[src/rtl/uart_tx_arbiter.sv]
// Two-port round-robin arbiter and sequencer for the UART_controller transmit path.
// It latches the granted word, pulses Start_Tx, waits for Tx_flag_out with a timeout, clears the flag and acks the owner.
module uart_tx_arbiter #(
  parameter int DATA_WIDTH = 32,
  parameter int TX_TIMEOUT = 1048576
) (
  input  logic                  clk,
  input  logic                  reset,
  input  logic                  req0,
  input  logic [DATA_WIDTH-1:0] data0,
  input  logic                  req1,
  input  logic [DATA_WIDTH-1:0] data1,
  input  logic                  Tx_flag_out,
  output logic                  ack0,
  output logic                  ack1,
  output logic                  timeout_err,
  output logic [1:0]            grant,
  output logic                  busy,
  output logic [DATA_WIDTH-1:0] uart_tx,
  output logic                  Start_Tx,
  output logic                  clr_tx_flag
);

  localparam int CW = $clog2(TX_TIMEOUT);
  localparam logic [CW-1:0] CNT_MAX = CW'(TX_TIMEOUT - 1);

  typedef enum logic [2:0] {
    S_IDLE,
    S_FLUSH,
    S_START,
    S_WAIT,
    S_CLEAR,
    S_DONE
  } state_t;

  state_t                r_state;
  logic [1:0]            r_grant;
  logic [DATA_WIDTH-1:0] r_uart_tx;
  logic                  r_start;
  logic                  r_clr;
  logic                  r_ack0;
  logic                  r_ack1;
  logic                  r_terr;
  logic                  r_busy;
  logic                  r_last;
  logic                  r_abort;
  logic [CW-1:0]         r_cnt;
  logic                  w_pick0;

  // On a tie, requester 0 wins only when requester 1 was served last.
  assign w_pick0 = req0 & (~req1 | r_last);

  always_ff @(posedge clk or negedge reset) begin
    if (!reset) begin
      r_state   <= S_IDLE;
      r_grant   <= 2'b00;
      r_uart_tx <= '0;
      r_start   <= 1'b0;
      r_clr     <= 1'b0;
      r_ack0    <= 1'b0;
      r_ack1    <= 1'b0;
      r_terr    <= 1'b0;
      r_busy    <= 1'b0;
      r_last    <= 1'b1;
      r_abort   <= 1'b0;
      r_cnt     <= '0;
    end else begin
      r_start <= 1'b0;
      r_ack0  <= 1'b0;
      r_ack1  <= 1'b0;
      r_terr  <= 1'b0;
      case (r_state)
        S_IDLE: begin
          if (req0 || req1) begin
            r_grant   <= w_pick0 ? 2'b01 : 2'b10;
            r_uart_tx <= w_pick0 ? data0 : data1;
            r_busy    <= 1'b1;
            if (Tx_flag_out) begin
              r_state <= S_FLUSH;
              r_clr   <= 1'b1;
            end else begin
              r_state <= S_START;
              r_start <= 1'b1;
            end
          end
        end
        S_FLUSH: begin
          if (!Tx_flag_out) begin
            r_state <= S_START;
            r_clr   <= 1'b0;
            r_start <= 1'b1;
          end
        end
        S_START: begin
          r_state <= S_WAIT;
          r_cnt   <= '0;
        end
        // A flag arriving on the timeout cycle still counts as a clean completion.
        S_WAIT: begin
          if (Tx_flag_out) begin
            r_state <= S_CLEAR;
            r_clr   <= 1'b1;
          end else if (r_cnt == CNT_MAX) begin
            r_state <= S_CLEAR;
            r_clr   <= 1'b1;
            r_abort <= 1'b1;
          end else begin
            r_cnt <= r_cnt + CW'(1);
          end
        end
        S_CLEAR: begin
          if (!Tx_flag_out) begin
            r_state <= S_DONE;
            r_clr   <= 1'b0;
            r_ack0  <= r_grant[0];
            r_ack1  <= r_grant[1];
            r_terr  <= r_abort;
          end
        end
        S_DONE: begin
          r_state <= S_IDLE;
          r_last  <= r_grant[1];
          r_grant <= 2'b00;
          r_abort <= 1'b0;
          r_busy  <= 1'b0;
        end
        default: r_state <= S_IDLE;
      endcase
    end
  end

  assign ack0        = r_ack0;
  assign ack1        = r_ack1;
  assign timeout_err = r_terr;
  assign grant       = r_grant;
  assign busy        = r_busy;
  assign uart_tx     = r_uart_tx;
  assign Start_Tx    = r_start;
  assign clr_tx_flag = r_clr;

endmodule
[config.mk]
export PLATFORM = sky130hd
export DESIGN_NAME = uart_tx_arbiter
export DESIGN_NICKNAME = d
export VERILOG_FILES = /design/src/rtl/uart_tx_arbiter.sv
export SDC_FILE = /design/constraint.sdc
export NUM_CORES = 1
export LEC_CHECK = 0
export BUFFER_PORTS_ARGS = -buffer_cell sky130_fd_sc_hd__clkbuf_2
export CORE_ASPECT_RATIO = 0.9
export CORE_UTILIZATION = 40
export DETAILED_ROUTE_END_ITERATION = 7
export PLACE_DENSITY = 0.66
export SETUP_SLACK_MARGIN = 0.2
export SLEW_MARGIN = 20
export SYNTH_ARGS = -nofsm -noshare
export SYNTH_HDL_FRONTEND = slang
export SYNTH_SLANG_ARGS = --single-unit
[constraint.sdc]
create_clock -name clk -period 2.3 [get_ports clk]
set_clock_uncertainty 0.05 [all_clocks]
set_input_delay 0.115 -clock clk [delete_from_list [all_inputs] [get_ports clk]]
set_output_delay 0.115 -clock clk [all_outputs]
set_load 0.02 [all_outputs]
* After elaboration in Yosys (flattened, before gate mapping)
Index checks and enable logic that the tools add are counted.
** Storage, ports and cells
- Output and inout bits :: 40
- Flip-flop bits (word level) :: 65
** Operators by class
- Multiplexer cells :: 33
- Reduce and logical (&&, ||, !) cells :: 13
- Add/subtract/negate cells :: 1
- Bitwise logic cells :: 3
- Equal/unequal tests :: 15
** Operators by type and width (count)
- $mux 20 :: 2
- $pmux 20 s2 :: 1
- $mux 32 :: 1
- $add 20x1->20 const B :: 1
- $eq 20x20->1 const B :: 1
- $ne 2x2->1 const B :: 8
- $mux 1 :: 15
- $mux 3 :: 5
- $pmux 3 s5 :: 1
- $eq 3x2->1 const B :: 2
- $eq 3x3->1 const B :: 2
- $mux 2 :: 3
- $pmux 1 s2 :: 3
- $reduce_and 3->1 :: 2
- $reduce_bool 2->1 :: 3
- $reduce_and 5->1 :: 1
- $pmux 2 s2 :: 1
- $reduce_and 2->1 :: 2
- $reduce_and 4->1 :: 1
- $eq 3x1->1 const B :: 1
- $logic_not 3->1 :: 1
- $ne 3x3->1 const B :: 1
- $pmux 1 s3 :: 1
- $reduce_bool 3->1 :: 1
- other kinds (5) :: 5

* Logic depth before layout (Yosys ltp)
- Word-level depth :: 6
- Gate-level depth with buffers :: 9
- Gate-level depth less buffers :: 6

* Worst setup path after synthesis
No wires, ideal clock.
- Path kind :: register to register
- From :: register r_cnt[0]
- To :: register r_cnt[13]
- Period minus slack after synthesis :: 1.900 ns
- Path buffers :: 3
- Library setup time :: 0.121 ns
- Stages on the path, launching flop included :: 9
- Path slack :: 0.400 ns
- Arrival time :: 1.729 ns
- Path through :: dfrtp_1 -> ha_1 -> and3_1 -> clkbuf_1 -> nand4_1 -> o21a_1 -> buf_6 -> buf_8 -> a22o_1
** Between the ends
- Word-level cells in the longest chain between the ends :: 4
- Elaborated cells on any way between the ends :: 7
- Those cells by class :: add/sub: 1; eq/ne: 2; mux: 3; reduce/logical: 1
** RTL lines
- start, declared :: RTL line 47 : logic [CW-1:0] r_cnt;
- start signal, assigned :: RTL line 108 : r_cnt <= r_cnt + CW'(1);
- $add 20x1->20 :: RTL line 108
- $mux 20 :: RTL line 103 : end else if (r_cnt == CNT_MAX) begin
- $mux 20 :: RTL line 100 : if (Tx_flag_out) begin
- $pmux 20 s2 :: RTL line 72 : case (r_state)
Parallel ways exist; a longest one is shown, timed or not. The select of a mux whose other input is x is not followed.
A chain may end at the register's enable or synchronous reset.

* Worst setup path after layout
- From :: register r_cnt[0]
- To :: register r_cnt[9]
Same word-level chain as after synthesis.

==> results.json <==
{
  "status": "completed",
  "period_minus_slack_ns": 2.010,
  "synth_cells": 325,
  "fmax_mhz": 497.6,
  "clk_pin_slew_ns": 0.07,
  "placed_cells": 521,
  "synth_area_leaders": "dfrtp_1, a221o_1, mux2i_1",
  "cp-endpoint": "r_cnt[9]$_DFFE_PN0P_",
  "dp_hpwl_um": 5740,
  "hold_viol": 0,
  "final_core_util_pct": 56.72,
  "drc": 0,
  "yosysWarnings": 0,
  "period_share_pct": 87.37,
  "synth_area_um2": 3184,
  "detail_route.wl_per_cell_um": 15.10,
  "layout_setup_ws_ns": 0.2904,
  "detailroute.via_count": 3033,
  "core-area_um2": 7620,
  "place_congestion": 0.8501,
  "drt_first_iter_violations": 176,
  "grt_setup_unrepaired": "yes",
  "fp.dieW_um": 96.05,
  "stdcell_count": 555,
  "syn_avg_cell_area_um2": 9.798,
  "hold_ws_ns": 0.01922,
  "die-area_um2": 8322,
  "p_clk_share_pct": 22.8,
  "clock_path_buffers": 2,
  "synth_top_area_share_pct": 50.29,
  "topRoutingLayerUsed": "met4",
  "placed_cell_area_um2": 3884,
  "swShare_pct": 39.10,
  "synth_edf_count": 0,
  "portBuffers": 108,
  "track_usage_pct": 21.74,
  "post_cts_buffers": 0,
  "wl_met3_um": 422,
  "r2r_start": "r_cnt[0]$_DFFE_PN0P_",
  "grt_pass1_wl_um": 13770,
  "finalSetupViolCount": 0,
  "critPathRequiredTime_ns": 2.46,
  "p_sw_mw": 1.962,
  "firstDrtPassIters": 4,
  "criticalPathCategory": "reg -> reg",
  "synth_nets": 395,
  "clk_root_buffer_cell": "clkbuf_8",
  "fin_setup_tns_ns": 0,
  "r2r_cells": 7,
  "routedLengthMet1_um": 3772,
  "yosysTopAreaCell": "dfrtp_1",
  "r2r-end": "r_cnt[9]$_DFFE_PN0P_",
  "antenna_found_initial": 0,
  "end_kind": "flip-flop",
  "die_h_um": 86.65,
  "cap_violations": 0,
  "cts_sinks": 65,
  "cts_buffers": 9,
  "seqPwrFrac_pct": 34.7,
  "peakVddDrop_v": 0.0006590,
  "nets": 524,
  "drtAntennaViolNets": 0,
  "postSynth.asyncResetShare_pct": 100.0,
  "grt_pass1_vias": 2852,
  "ys_seq_area_share_pct": 51.12,
  "place_worst_setup_slack_ns": 0.02337,
  "ctsHtreeMaxLevel": 3,
  "arrival_ns": 2.17,
  "rows": 30,
  "relSlewSlack_pct": 50.78,
  "synth.distinct_cells": 42,
  "diodes": 0,
  "cp_max_fo": 19,
  "overflow": 0,
  "slew_viol_final": 0,
  "p_total_mw": 5.019,
  "io_pins": 109,
  "critPathLaunch": "r_cnt[0]$_DFFE_PN0P_",
  "setup.worst_path.start_class": "flip-flop",
  "power_frac_comb_pct": 42.6,
  "tightest_slew_ns": 0.7383,
  "cts_tree": "built",
  "power_density_nw_per_um2": 1161,
  "wl_um": 8380,
  "wl_met2_um": 3987,
  "fillers": 683,
  "grt_max_degree": 43,
  "synthFlopType": "dfrtp_1",
  "vias_per_cell": 5.465,
  "intPower_mw": 3.057,
  "areaGrowthSynthToFinish_pct": 35.72,
  "start_util_pct": 41.79,
  "r2r_slack_ns": 0.29,
  "final_cell_area_um2": 4322,
  "ys_ff_latch": 65,
  "layout-drive-gt1-share_pct": 33.33,
  "clk_latency_ns": 0.34,
  "leakage_nw": 2.141,
  "worstHoldPathType": "in -> reg"
}
-- repair_timing --
action | in CTS | in global routing
hold buffers | 18 | 0
endpoints found under the setup margin | 11 | 11
endpoints found under the hold margin | 43 | 0
pin swaps | 0 | 1
resized for setup | 1 | 5
-- logic make-up after synthesis --
family	Yosys count	synth area share [%]
buffers and inverters	30	4.361
muxes	16	5.069
and+or+nand+nor	113	18.27
adders and majority gates	1	0.3929
DFF	65	51.12
AOI/OAI and AO/OA	100	20.79
-- registers in the layout, summed over array words and instances, names as in the netlist --
| register | count |
|---|---|
| busy | 1 |
| r_state | 3 |
| r_abort | 1 |
| uart_tx | 32 |
| r_last | 1 |
| r_cnt | 20 |
| clr_tx_flag | 1 |
| grant | 2 |
| ack1 | 1 |
| ack0 | 1 |
| Start_Tx | 1 |
| timeout_err | 1 |
-- cells in the mapped netlist (all sizes together), types with 9 or more instances --
cell	count
a31oi	11
nand4	9
dfrtp	64
a221o	18
buf	9
clkbuf	15
and3	21
o21ai	28
mux2i	15
nor2	33
a21oi	26
nand2	17
-- worst max-delay path, stage by stage (launching register included) --
cell     delay (ns)
dfrtp_1        0.40
ha_1           0.23
and3_2         0.27
nand4_1        0.23
o21a_4         0.37
buf_4          0.16
nand4_1        0.08
o21ai_0        0.09
-- layer usage --
layer | GRT usage, % | up-vias
li1 | - | 1475
met1 | 27.62 | 1434
met2 | 35.72 | 106
met3 | 5.877 | 18
met4 | 7.191 | 0
met5 | 0 | -
-- worst min path at each step --
stage / startpoint / end / slack [ns] / cells past startpoint
2_1_floorplan: reset / Start_Tx$_DFF_PN0_ / -0.23 / 0
3_3_place_gp: reset / uart_tx[1]$_DFFE_PN0P_ / 0.15 / 1
3_5_place_dp: reset / uart_tx[2]$_DFFE_PN0P_ / 0.15 / 1
4_1_cts: data0[26] / uart_tx[26]$_DFFE_PN0P_ / 0.003 / 3
5_1_grt: data1[20] / uart_tx[20]$_DFFE_PN0P_ / 0.03 / 3
6_report: data0[26] / uart_tx[26]$_DFFE_PN0P_ / 0.02 / 3
-- area by class of cell --
class | instances | area [um^2] | area share (%)
inverters | 6 | 22.52 | 0.5211
well taps | 96 | 120.1 | 2.779
clock inverters | 4 | 73.82 | 1.708
repair buffers | 142 | 865.8 | 20.03
flip-flops and latches | 65 | 1629 | 37.70
multi-input cells | 230 | 1445 | 33.44
clock buffers | 12 | 165.2 | 3.822
-- power groups by stage --
stage                     registers, mW  logic (mW)  clock network (mW)
after floorplan                    2.12        1.01                   0
after global placement             1.74        2.08                   0
after detailed placement           1.76        2.11                   0
after CTS                          1.74        2.14                1.17
after global routing               1.79        2.34                1.22
final                              1.74        2.14                1.14
-- cells in the final DEF (no fill, tap or decap), types with 2 or more instances in the layout --
cell           Yosys  routed
nor2_1            33      33
inv_1              6       6
bufinv_16          0       2
a41oi_1            2       2
mux2i_1           15      15
clkbuf_8           0      12
a22o_1             2       2
nand2b_1           2       2
and3_1            21      20
dlygate4sd3_1      0      18
nor4_1             5       4
buf_4              0      14
o21ai_1            3       2
dfrtp_1           64      63
a31oi_1           11      11
and4_1             2       2
nand3_1            8       8
a21oi_1           26      26
nand2_1           17      17
or3_1              3       3
o31ai_1            6       6
and2_1             3       3
buf_12             0       2
clkbuf_2           0     108
a221o_1           18      18
nor3_1             5       5
o21ai_0           24      24
nand4_1            9       9
nor4_2             1       2
Power figures use the tool's default switching activity.
